### src/rtl/int_seq_ctrl.sv
// Interrupt sequencer: prioritised, nestable interrupt entry/return with
// pipeline-register save/restore strobes and fetch redirection.
module int_seq_ctrl #(
    parameter int              NUM_SRC    = 4,
    parameter int              NEST_DEPTH = 4,
    parameter int              PC_W       = 32,
    parameter logic [PC_W-1:0] VEC_BASE   = 'h100,
    parameter logic [PC_W-1:0] VEC_STRIDE = 'h10
) (
    input  logic                              clk,
    input  logic                              rst,
    input  logic [NUM_SRC-1:0]                int_req,
    input  logic [NUM_SRC-1:0]                int_mask,
    input  logic                              eret,
    input  logic                              stall,
    input  logic [PC_W-1:0]                   cur_pc,
    output logic                              gre_write_enable,
    output logic                              gre_flush,
    output logic                              gre_save_out,
    output logic                              gre_upper_int,
    output logic                              gre_load_out,
    output logic                              redirect_valid,
    output logic [PC_W-1:0]                   redirect_pc,
    output logic [NUM_SRC-1:0]                int_ack,
    output logic [$clog2(NEST_DEPTH+1)-1:0]   depth,
    output logic                              spurious_eret,
    output logic [2:0]                        dbg_state
);

    localparam int DW = $clog2(NEST_DEPTH + 1);
    localparam int IW = (NUM_SRC > 1) ? $clog2(NUM_SRC) : 1;
    localparam int SW = (NEST_DEPTH > 1) ? $clog2(NEST_DEPTH) : 1;

    typedef enum logic [2:0] {
        IDLE     = 3'd0,
        RUN      = 3'd1,
        SAVE     = 3'd2,
        DISPATCH = 3'd3,
        RET      = 3'd4
    } state_t;

    state_t            state, state_n;
    logic [PC_W-1:0]   pc_stack  [NEST_DEPTH];
    logic [IW-1:0]     lvl_stack [NEST_DEPTH];
    logic [IW-1:0]     sel_idx;
    logic              spur_q;

    logic [SW-1:0]     top_ptr;
    logic [SW-1:0]     push_ptr;
    logic [IW-1:0]     top_lvl;
    logic              elig_any;
    logic [IW-1:0]     elig_idx;

    assign top_ptr   = SW'(depth - DW'(1));
    assign push_ptr  = SW'(depth);
    assign top_lvl   = lvl_stack[top_ptr];
    assign dbg_state = state;

    // Lowest-index unmasked request that outranks the level currently in service.
    always_comb begin
        elig_any = 1'b0;
        elig_idx = '0;
        for (int i = NUM_SRC - 1; i >= 0; i--) begin
            if (int_req[i] && !int_mask[i] && (depth == '0 || IW'(i) < top_lvl)) begin
                elig_any = 1'b1;
                elig_idx = IW'(i);
            end
        end
        if (depth >= DW'(NEST_DEPTH)) begin
            elig_any = 1'b0;
        end
    end

    always_comb begin
        state_n = state;
        if (!stall) begin
            case (state)
                IDLE, RUN: begin
                    if (eret) begin
                        state_n = (state == RUN) ? RET : IDLE;
                    end else if (elig_any) begin
                        state_n = SAVE;
                    end
                end
                SAVE:     state_n = DISPATCH;
                DISPATCH: state_n = RUN;
                RET:      state_n = (depth == DW'(1)) ? IDLE : RUN;
                default:  state_n = IDLE;
            endcase
        end
    end

    always_ff @(posedge clk or negedge rst) begin
        if (!rst) begin
            state <= IDLE;
        end else begin
            state <= state_n;
        end
    end

    always_ff @(posedge clk or negedge rst) begin
        if (!rst) begin
            depth   <= '0;
            sel_idx <= '0;
            spur_q  <= 1'b0;
            for (int k = 0; k < NEST_DEPTH; k++) begin
                pc_stack[k]  <= '0;
                lvl_stack[k] <= '0;
            end
        end else begin
            spur_q <= (state == IDLE) && eret && !stall;
            if (!stall) begin
                if ((state == IDLE || state == RUN) && state_n == SAVE) begin
                    sel_idx <= elig_idx;
                end
                if (state == SAVE) begin
                    pc_stack[push_ptr]  <= cur_pc;
                    lvl_stack[push_ptr] <= sel_idx;
                    depth               <= depth + DW'(1);
                end
                if (state == RET) begin
                    depth <= depth - DW'(1);
                end
            end
        end
    end

    // Strobes are pure decodes of state; a stall simply holds them.
    always_comb begin
        gre_flush      = 1'b0;
        gre_save_out   = 1'b0;
        gre_upper_int  = 1'b0;
        gre_load_out   = 1'b0;
        redirect_valid = 1'b0;
        redirect_pc    = '0;
        int_ack        = '0;
        case (state)
            SAVE: begin
                gre_save_out  = 1'b1;
                gre_upper_int = (depth != '0);
                int_ack       = NUM_SRC'(1) << sel_idx;
            end
            DISPATCH: begin
                redirect_valid = 1'b1;
                redirect_pc    = VEC_BASE + PC_W'(sel_idx) * VEC_STRIDE;
                gre_flush      = 1'b1;
            end
            RET: begin
                redirect_valid = 1'b1;
                redirect_pc    = pc_stack[top_ptr];
                if (depth == DW'(1)) begin
                    gre_load_out = 1'b1;
                end else begin
                    gre_flush = 1'b1;
                end
            end
            default: ;
        endcase
    end

    assign gre_write_enable = rst & ~stall;
    assign spurious_eret    = spur_q;

endmodule
### config.mk
export PLATFORM = sky130hd
export DESIGN_NAME = int_seq_ctrl
export DESIGN_NICKNAME = d
export VERILOG_FILES = /design/src/rtl/int_seq_ctrl.sv
export SDC_FILE = /design/constraint.sdc
export NUM_CORES = 1
export LEC_CHECK = 0
export ABC_AREA = 0
export BUFFER_PORTS_ARGS = -buffer_cell sky130_fd_sc_hd__clkbuf_2
export CAP_MARGIN = 20
export CORE_AREA = 2 2 134 136
export CTS_CLUSTER_DIAMETER = 200
export DETAILED_ROUTE_END_ITERATION = 8
export DIE_AREA = 0 0 136 138
export PLACE_DENSITY_LB_ADDON = 0.2
export REMOVE_ABC_BUFFERS = 1
export SLEW_MARGIN = 40
export SYNTH_ARGS = -nofsm -noshare
export SYNTH_HDL_FRONTEND = slang
export SYNTH_SLANG_ARGS = --single-unit
### constraint.sdc
create_clock -name clk -period 3.5 [get_ports clk]
set_input_delay 0.175 -clock clk [delete_from_list [all_inputs] [get_ports clk]]
set_output_delay 0.175 -clock clk [all_outputs]
set_load 0.005 [all_outputs]
==> results of run 1 <==
==> worst max-delay path by stage <==
stage | end | slack (ns) | cells past startpoint
after CTS | redirect_pc[16] | 0.55 | 6
after global placement | pc_stack[20] | 0.97 | 5
after detailed placement | pc_stack[11] | 0.91 | 5
final | redirect_pc[16] | 0.56 | 6
after global routing | redirect_pc[16] | 0.43 | 6
after floorplan | dbg_state[1] | -0.45 | 6
==> layout make-up <==
cell class,instances,area [µm²]
well taps,229,286.5
repair buffers,106,586.8
flip-flops and latches,145,3630
multi-input cells,284,3034
clock inverters,9,132.6
clock buffers,22,464.2
inverters,3,11.26
fillers,1606,9389
==> power by group <==
part	switching [mW]	internal (mW)	leakage, nW	total [mW]
clock network	0.670	1.15	0.286	1.82
logic	0.861	1.23	1.75	2.09
registers	0.353	2.30	1.94	2.65
==> layer usage <==
layer	track usage, %	vias up	share of wire (%)
met5	0	-	0.068
met4	4.550	2	0.92
met3	5.244	12	5.5
met2	25.79	114	47
met1	23.49	2192	46
li1	-	1885	-
==> stage by stage <==
stage          instance area (µm²)  setup slack [ns]
3_5_place_dp                  7518            0.9145
5_1_grt                       8145            0.4310
4_1_cts                       8125            0.5453
6_report                      8145            0.5606
3_3_place_gp                  7518            0.9693
2_1_floorplan                 6658           -0.4473
==> flip-flops by register name, summed over array words and instances (netlist names) <==
| register | flops |
|---|---|
| pc_stack | 128 |
| lvl_stack | 8 |
| depth | 3 |
| spurious_eret | 1 |
| sel_idx | 2 |
| dbg_state | 3 |
==> placed cells by master, fill, tap and decap left out, types with 2 or more instances in the layout <==
cell type	Yosys	layout
a21oi_1	6	6
a22o_1	2	2
a32o_1	2	2
and2_1	30	29
buf_4	0	12
bufinv_16	0	3
clkbuf_1	21	3
clkbuf_16	0	17
clkbuf_2	0	91
clkbuf_8	0	2
clkinv_2	0	2
clkinv_4	0	2
clkinvlp_4	0	2
dfrtp_1	145	144
ha_1	5	4
inv_1	3	3
mux2_2	136	136
mux4_2	34	34
nand2_1	15	12
nand2_2	0	3
nand2b_1	5	5
nor2_1	11	11
nor2b_1	6	6
nor3_1	3	3
o211ai_1	3	3
o21ai_0	4	4
o31ai_1	2	2
or4_1	2	2
xnor2_1	2	2
==> logic make-up (layout without fill, tap and decap cells) <==
logic type                 count (synthesis)  in the layout  share of synthesized area (%)
and+or+nand+nor                           81             81                          6.778
xor gates and xnor gates                   2              2                         0.2579
muxes                                    170            170                          33.82
DFF                                      145            145                          53.42
adders and majority gates                  5              5                         0.9210
buffers and inverters                     34            140                          2.155
AOI/OAI and AO/OA                         26             26                          2.653
==> critical path, stage by stage, from the launching register on <==
cell	delay [ns]
dfrtp_1	0.49
inv_1	0.13
ha_2	0.80
buf_4	0.30
mux4_2	0.34
and2_1	0.17
clkbuf_2	0.11
==> repair_timing <==
item / 4_1_cts / 5_1_grt
endpoints found under the setup margin: 0 / 0
hold buffers: 1 / 0
endpoints found under the hold margin: 62 / 0
==> metrics.cfg, run 1 <==
[clock_tree]
ctsResizeCount=0
clockRootBuffer=clkbuf_16
clk_path_buf_depth=2
cts_htree_levels=4
cts_sinks=145
path_clk_slew_ns=0.06
clock_latency_ns=0.41
numCtsBuffers=17
cts_setup_buffers=0
cts_tree=yes

[placed_design]
place_inst=765
dp_hpwl_um=9624
port_buffers=92
gp_congestion=0.7839

[yosys]
synth_edf_count=0
syn_avg_cell_area_um2=14.67
yosysWarningCount=0
yosysMostFrequentCell=dfrtp_1
synth.area.top_cells=dfrtp_1 (53%), mux2_2 (23%), mux4_2 (11%)
yosysTopAreaCell=dfrtp_1
synth-seq-cells=145
netlist_area_um2=6793
synth_top_flop_cell=dfrtp_1
yosysSeqAreaShare_pct=53.42
synth_commonest_cells=dfrtp_1 (145), mux2_2 (136), mux4_2 (34), and2_1 (30), clkbuf_1 (21)
ys_types=37
synthArstFlopShare_pct=100.0
synth.top_cell.area_share_pct=53.42
syn_inst=463

[sta]
rsz0062_at_grt=no
fin_worst_skew_ns=0.007945
maxSlewViolCount=0
tns_ns=0
timing.fmax_ghz=0.3402
min_period_ns=2.939
hold_viol=0
relSlewSlack_pct=53.72
setup_viol=0
worst_pin_slew_ns=0.6879
min_period_over_period_pct=83.98
hold_ws_ns=0.03661

[routing]
num_vias=4205
drt-wirelength-per-cell_um=18.43
drcViolationCount=0
drt_iter0_drc=177
antenna_left=0
viasPerCell=5.269
first_pass_iters=4
wirelength_um=14700

[global_route]
grt_pass1_vias=4469
grt_max_degree=66
antenna_found_initial=1
grt_pass1_wl_um=24310
grt-ovfl-total=0
grt.total_usage_pct=16.90

[worst_hold_path]
holdPathStages=2
holdCritPathClass=in -> reg
min_from=cur_pc[15]
hold_end=pc_stack[47]

[setup_path]
worstSetupPathType=reg -> out
worst_r2r_startpoint=depth[1]
crit_path_end_kind=primary output
crit_fanout=24
required_ns=3.32
r2r_cells=6
rrSetupSlack_ns=0.89
critPathArrivalTime_ns=2.76
r2r-end=sel_idx[1]
cp-startpoint=depth[1]
startpoint_type=flop

[floorplanning]
rows=49
fp.dieW_um=136
core_area_um2=17530
io_pins=93
die-height_um=138
dieArea_um2=18770
initial_core_util_pct=38.74

[outcome]
status=completed

[job]
cap_violations=0

[layout]
layout-drive-gt1-share_pct=54.83
final_core_util_pct=46.45
insertedDiodeCount=0
nets=606
syn2layout_area_growth_pct=19.91
finish.cell_count_without_fillers=798

[power]
power.leakage_nw=3.975
p_per_area_nw_per_um2=806.4
ir_drop_mv=0.3697
power_mw=6.568

Power figures use the tool's default switching activity.
==> run 2: changes to the inputs <==
ABC_AREA = 1   (was 0)
CORE_AREA = 2 2 133 135   (was 2 2 134 136)
DIE_AREA = 0 0 135 137   (was 0 0 136 138)
clock period = 2.9 ns   (was 3.5 ns; I/O delays follow)
==> metrics.cfg, run 2 <==
[sta]
hold_viol=0  ; unchanged
relSlewSlack_pct=49.45  ; was 53.72%
maxSlewViolCount=0  ; unchanged
worst_pin_slew_ns=0.7583  ; was 0.6879 ns
rsz0062_at_grt=no  ; unchanged
min_period_over_period_pct=87.07
timing.fmax_ghz=0.3960
hold_ws_ns=0.02773  ; was 0.03661 ns
min_period_ns=2.525
setup_viol=0  ; unchanged
fin_worst_skew_ns=0.008440  ; was 0.007945 ns

[clock_tree]
clk_path_buf_depth=2  ; unchanged
path_clk_slew_ns=0.06  ; about the same
clock_latency_ns=0.42  ; was 0.41 ns
cts_htree_levels=4  ; unchanged
cts_tree=yes  ; unchanged
cts_sinks=145  ; unchanged
numCtsBuffers=17  ; unchanged
cts_hold_buf=3  ; was 1
ctsResizeCount=0  ; unchanged
clockRootBuffer=clkbuf_16  ; unchanged
cts_setup_buffers=0  ; unchanged

[routing]
wirelength_um=16530  ; was 14700 µm
drt_iter0_drc=368  ; was 177
num_vias=5429  ; was 4205
viasPerCell=4.918  ; was 5.269
first_pass_iters=4  ; unchanged
drcViolationCount=0  ; unchanged
antenna_left=0  ; unchanged
drt-wirelength-per-cell_um=14.97  ; was 18.43 µm

[yosys]
netlist_area_um2=6701  ; was 6793 µm²
syn_inst=793  ; was 463
yosysSeqAreaShare_pct=54.14  ; was 53.42%
synth_edf_count=0  ; unchanged
syn_avg_cell_area_um2=8.451  ; was 14.67 µm²
synth.area.top_cells=dfrtp_1 (54%), o21ai_1 (10%), nand2_1 (9.6%)  ; was dfrtp_1 (53%), mux2_2 (23%), mux4_2 (11%)
synth-seq-cells=145  ; unchanged
ys_types=33  ; was 37
yosysMostFrequentCell=nand2_1  ; was dfrtp_1
synth_top_flop_cell=dfrtp_1  ; unchanged
synth.top_cell.area_share_pct=54.14  ; was 53.42%
yosysTopAreaCell=dfrtp_1  ; unchanged
synth_commonest_cells=nand2_1 (172), dfrtp_1 (145), o21ai_1 (138), nor2_1 (86), o21ai_0 (51)  ; was dfrtp_1 (145), mux2_2 (136), mux4_2 (34), and2_1 (30), clkbuf_1 (21)
yosysWarningCount=0  ; unchanged
synthArstFlopShare_pct=100.0  ; unchanged

[job]
cap_violations=0  ; unchanged

[global_route]
grt_pass1_wl_um=27230  ; was 24310 µm
grt.total_usage_pct=18.70  ; was 16.90%
grt-ovfl-total=0  ; unchanged
grt_max_degree=82  ; was 66
antenna_found_initial=0  ; was 1
grt_pass1_vias=5245  ; was 4469

[layout]
syn2layout_area_growth_pct=19.70  ; was 19.91%
layout-drive-gt1-share_pct=17.86  ; was 54.83%
top_regs=pc_stack: 128 flops, lvl_stack: 8 flops  ; unchanged
top_register=pc_stack  ; unchanged
layout_common_cells=nand2_1 (172), dfrtp_1 (144), o21ai_1 (138)  ; was dfrtp_1 (144), mux2_2 (136), clkbuf_2 (91)
nets=916  ; was 606
finalInstanceArea_um2=8021  ; was 8145 µm²
insertedDiodeCount=0  ; unchanged
layout_commonest_cell=nand2_1  ; was dfrtp_1
largest_reg_flops=128  ; unchanged

[floorplanning]
rows=48  ; was 49
die-height_um=137  ; was 138 µm
dieArea_um2=18500  ; was 18770 µm²
io_pins=93  ; unchanged
initial_core_util_pct=39.29  ; was 38.74%
fp.dieW_um=135  ; was 136 µm
core_area_um2=17060  ; was 17530 µm²

[setup_path]
critPathArrivalTime_ns=2.38  ; was 2.76 ns
startpoint_type=flop  ; unchanged
worst_r2r_startpoint=depth[1]  ; unchanged
crit_path_end_kind=primary output  ; unchanged
crit_fanout=39  ; was 24
cp-startpoint=depth[0]  ; was depth[1]
required_ns=2.76  ; was 3.32 ns
worstSetupPathType=reg -> out  ; unchanged

[outcome]
status=completed  ; unchanged

[placed_design]
dp_hpwl_um=9830  ; was 9624 µm
gp_congestion=0.8181  ; was 0.7839
port_buffers=92  ; unchanged
place_area_um2=7377  ; was 7518 µm²

[worst_hold_path]
min_from=cur_pc[1]  ; was cur_pc[15]
holdCritPathClass=in -> reg  ; unchanged

[power]
p_per_area_nw_per_um2=1099  ; was 806.4 nW/µm²
power.leakage_nw=3.982  ; was 3.975 nW
ir_drop_mv=0.5657  ; was 0.3697 mV

==> run 2: changes by cell type after synthesis, moves of 45 or more <==
cell     before  now
o21ai_0       4   51
nand2_1      15  172
o21ai_1       0  138
nor2_1       11   86
inv_1         3   48
mux2_2      136    0
==> run 2: where the power goes <==
group          switching, mW  leakage [nW]  internal (mW)
Combinational           1.98          1.84           1.20
Sequential             0.468          1.84           2.89
Clock                  0.835         0.302           1.44
==> run 2: final cells by class <==
class                      instances  area (µm²)
sequential                       145        3630
fill                            1718        9035
tap                              225       281.5
clock inverter                     9       130.1
multi-input combinational        539        2634
inverter                          56       217.7
clock buffer                      22       484.2
timing repair buffer             108       644.4
==> run 2: cells by family after synthesis <==
kind of cell             Yosys count  synth area share [%]
flip-flops                       145                 54.14
adder cells (fa/ha/maj)            5                0.9335
AND/OR/NAND/NOR                  286                 17.14
multiplexers                      15                 2.240
AO/OA/AOI/OAI                    231                 18.43
buffers and inverters            109                 6.852
XOR/XNOR                           2                0.2614
==> run 2: final timing paths <==
| check | to | depth (start not counted) | slack, ns |
|---|---|---|---|
| max in group asynchronous | pc_stack[49] | 3 | 1.88 |
| hold / removal | pc_stack[65] | 3 | 0.03 |
| setup reg to reg | sel_idx[0] | 13 | 0.68 |
| hold reg to reg | pc_stack[70] | 2 | 0.49 |
| setup / recovery | redirect_pc[27] | 7 | 0.37 |
| min in group asynchronous | lvl_stack[2] | 2 | 0.15 |
==> run 2: worst max-delay path, stage by stage (launching register included) <==
cell and delay (ns):
dfrtp_2 0.40, buf_4 0.36, buf_4 0.50, nor2_1 0.10, nor2_1 0.09, o21ai_0 0.08, a21oi_1 0.27, clkbuf_2 0.16
==> run 2: through the flow <==
step / worst slack, ns / TNS [ns] / power, mW / cells / utilization [%]
after global placement: 0.7572 / 0 / 6.523 / 1070 / 43.25
final: 0.3749 / 0 / 8.815 / 1104 / 47.03
after global routing: 0.1828 / 0 / 9.536 / 1104 / 47.03
after detailed placement: 0.6996 / 0 / 6.580 / 1070 / 43.25
after CTS: 0.3407 / 0 / 8.894 / 1104 / 47.03
after floorplan: -1.149 / -133.96 / 5.559 / 740 / -
==> run 2: routing by layer <==
layer | part of all wire, % | up-vias | global-route usage, %
li1 | - | 2771 | -
met1 | 51 | 2555 | 26.27
met2 | 45 | 97 | 29.58
met3 | 3.6 | 6 | 4.074
met4 | 0.39 | 0 | 4.688
met5 | 0 | - | 0
==> run 3: changes to the inputs <==
CORE_AREA = 2 2 113 159   (was 2 2 133 135)
DIE_AREA = 0 0 115 161   (was 0 0 135 137)
==> metrics.cfg, run 3 (same netlist as run 2, synthesis figures left out) <==
[global_route]
grt_pass1_wl_um=28340  ; was 27230 µm
grt_pass1_vias=5480  ; was 5245
grt.total_usage_pct=19.65  ; was 18.70%
antenna_found_initial=0  ; unchanged
grt_max_degree=84  ; was 82
grt-ovfl-total=0  ; unchanged

[clock_tree]
cts_setup_buffers=0  ; unchanged
cts_sinks=145  ; unchanged
numCtsBuffers=17  ; unchanged
clockRootBuffer=clkbuf_16  ; unchanged
cts_htree_levels=4  ; unchanged
path_clk_slew_ns=0.06  ; about the same
cts_tree=yes  ; unchanged
clk_path_buf_depth=2  ; unchanged
clock_latency_ns=0.42  ; about the same

[power]
switchingPower_mw=3.367  ; was 3.286 mW
p_clk_share_pct=23.1  ; was 25.8%
seqPwrFrac_pct=39.0  ; was 38.1%
p_comb_share_pct=37.9  ; was 36.1%
ir_drop_mv=0.5771  ; was 0.5657 mV
power.switching_fraction_pct=39.08  ; was 37.27%
power.leakage_nw=3.927  ; was 3.982 nW
p_int_mw=5.249  ; was 5.530 mW
p_per_area_nw_per_um2=1090  ; was 1099 nW/µm²

[routing]
num_vias=5556  ; was 5429
drcViolationCount=0  ; unchanged
antenna_left=0  ; unchanged
first_pass_iters=4  ; unchanged
drt_iter0_drc=320  ; was 368
viasPerCell=5.121  ; was 4.918
drt-wirelength-per-cell_um=15.79  ; was 14.97 µm
wirelength_um=17130  ; was 16530 µm

[sta]
rsz0062_at_grt=no  ; unchanged
worst_pin_slew_ns=0.7441  ; was 0.7583 ns
relSlewSlack_pct=50.39  ; was 49.45%
setup_viol=0  ; unchanged
hold_viol=0  ; unchanged
timing.fmax_ghz=0.3810  ; was 0.3960 GHz
min_period_ns=2.625  ; was 2.525 ns
maxSlewViolCount=0  ; unchanged
fin_worst_skew_ns=0.01062  ; was 0.008440 ns
min_period_over_period_pct=90.51  ; was 87.07%
tns_ns=0  ; unchanged
setup_slack_ns=0.2752  ; was 0.3749 ns

[floorplanning]
fp.dieW_um=115  ; was 135 µm
core_area_um2=17120  ; was 17060 µm²
io_pins=93  ; unchanged
rows=57  ; was 48
die-height_um=161  ; was 137 µm
initial_core_util_pct=39.15  ; was 39.29%
dieArea_um2=18520  ; was 18500 µm²

[job]
cap_violations=0  ; unchanged

[layout]
layout-drive-gt1-share_pct=17.63  ; was 17.86%
top_regs=pc_stack: 128 flops, lvl_stack: 8 flops  ; unchanged
fillCellCount=1721  ; was 1718
layout_common_cells=nand2_1 (171), dfrtp_1 (144), o21ai_1 (138)  ; was nand2_1 (172), dfrtp_1 (144), o21ai_1 (138)
syn2layout_area_growth_pct=17.92  ; was 19.70%
finalInstanceArea_um2=7903  ; was 8021 µm²
largest_reg_flops=128  ; unchanged
finish.cell_count_without_fillers=1085  ; was 1104
layout_commonest_cell=nand2_1  ; unchanged
top_register=pc_stack  ; unchanged
insertedDiodeCount=0  ; unchanged
nets=915  ; was 916

[placed_design]
place_area_um2=7333  ; was 7377 µm²
gp_congestion=0.7605  ; was 0.8181
place_inst=1050  ; was 1070
dp_worst_setup_slack_ns=0.4432  ; was 0.6996 ns
dp_hpwl_um=10700  ; was 9830 µm
port_buffers=92  ; unchanged

[worst_hold_path]
min_from=cur_pc[20]  ; was cur_pc[1]
holdCritPathClass=in -> reg  ; unchanged

[setup_path]
cp-startpoint=depth[1]  ; was depth[0]
critPathArrivalTime_ns=2.48  ; was 2.38 ns
worstSetupPathType=reg -> out  ; unchanged
crit_path_end_kind=primary output  ; unchanged
crit_fanout=14  ; was 39
required_ns=2.76  ; about the same
worst_r2r_startpoint=depth[1]  ; unchanged
startpoint_type=flop  ; unchanged

[outcome]
status=completed  ; unchanged

[run 3: final timing paths]
kind | endpoint | slack, ns | cells after the start
worst max-delay path | redirect_pc[4] | 0.28 | 7
worst min-delay path | pc_stack[116] | 0.02 | 3
worst max register to register | sel_idx[0] | 0.40 | 13
worst min register to register | pc_stack[50] | 0.48 | 2
max in group asynchronous | pc_stack[61] | 1.95 | 3
min in group asynchronous | pc_stack[19] | 0.18 | 2
[run 3: final cells by class]
type                            instances  area, µm²  area share [%]
Clock buffer                           24      481.7           6.096
Clock inverter                          8      55.05          0.6966
Inverter                               56      217.7           2.755
Multi-Input combinational cell        539       2636           33.36
Sequential cell                       145       3630           45.93
Tap cell                              206      257.7           3.262
Timing Repair Buffer                  107      624.3           7.901
[run 3: critical path: stages (launching register included)]
cell and delay, ns:
dfrtp_1 0.40, inv_1 0.10, ha_1 0.57, buf_4 0.32, a21oi_1 0.06, a221o_1 0.36
o21ai_0 0.09, clkbuf_2 0.14
[run 3: power groups by stage]
| stage | Clock, mW | Combinational [mW] | Sequential (mW) |
|---|---|---|---|
| 6_report | 1.99 | 3.27 | 3.36 |
| 4_1_cts | 2.04 | 3.32 | 3.35 |
| 2_1_floorplan | 0 | 2.18 | 3.38 |
| 3_3_place_gp | 0 | 3.30 | 3.36 |
| 3_5_place_dp | 0 | 3.31 | 3.38 |
| 5_1_grt | 2.12 | 3.79 | 3.45 |
[run 3: per-layer routing]
layer  track usage (%)  routed length [µm]
met5                 0                   0
met4             6.900                 269
met3             3.340                 445
met2             32.65                8609
met1             25.86                7804
[run 3: stage by stage]
step / total power [mW] / hold slack [ns] / utilization, %
2_1_floorplan: 5.559 / -0.1506 / -
3_3_place_gp: 6.654 / 0.06242 / 42.84
3_5_place_dp: 6.685 / 0.06045 / 42.84
4_1_cts: 8.713 / 0.008548 / 46.17
5_1_grt: 9.363 / 0.01777 / 46.17
6_report: 8.616 / 0.01653 / 46.17
[run 3: repair_timing]
action,in CTS,in global routing
setup endpoints to repair,3,0
endpoints found under the hold margin,33,0
gates resized for setup,1,0
hold buffers,3,0
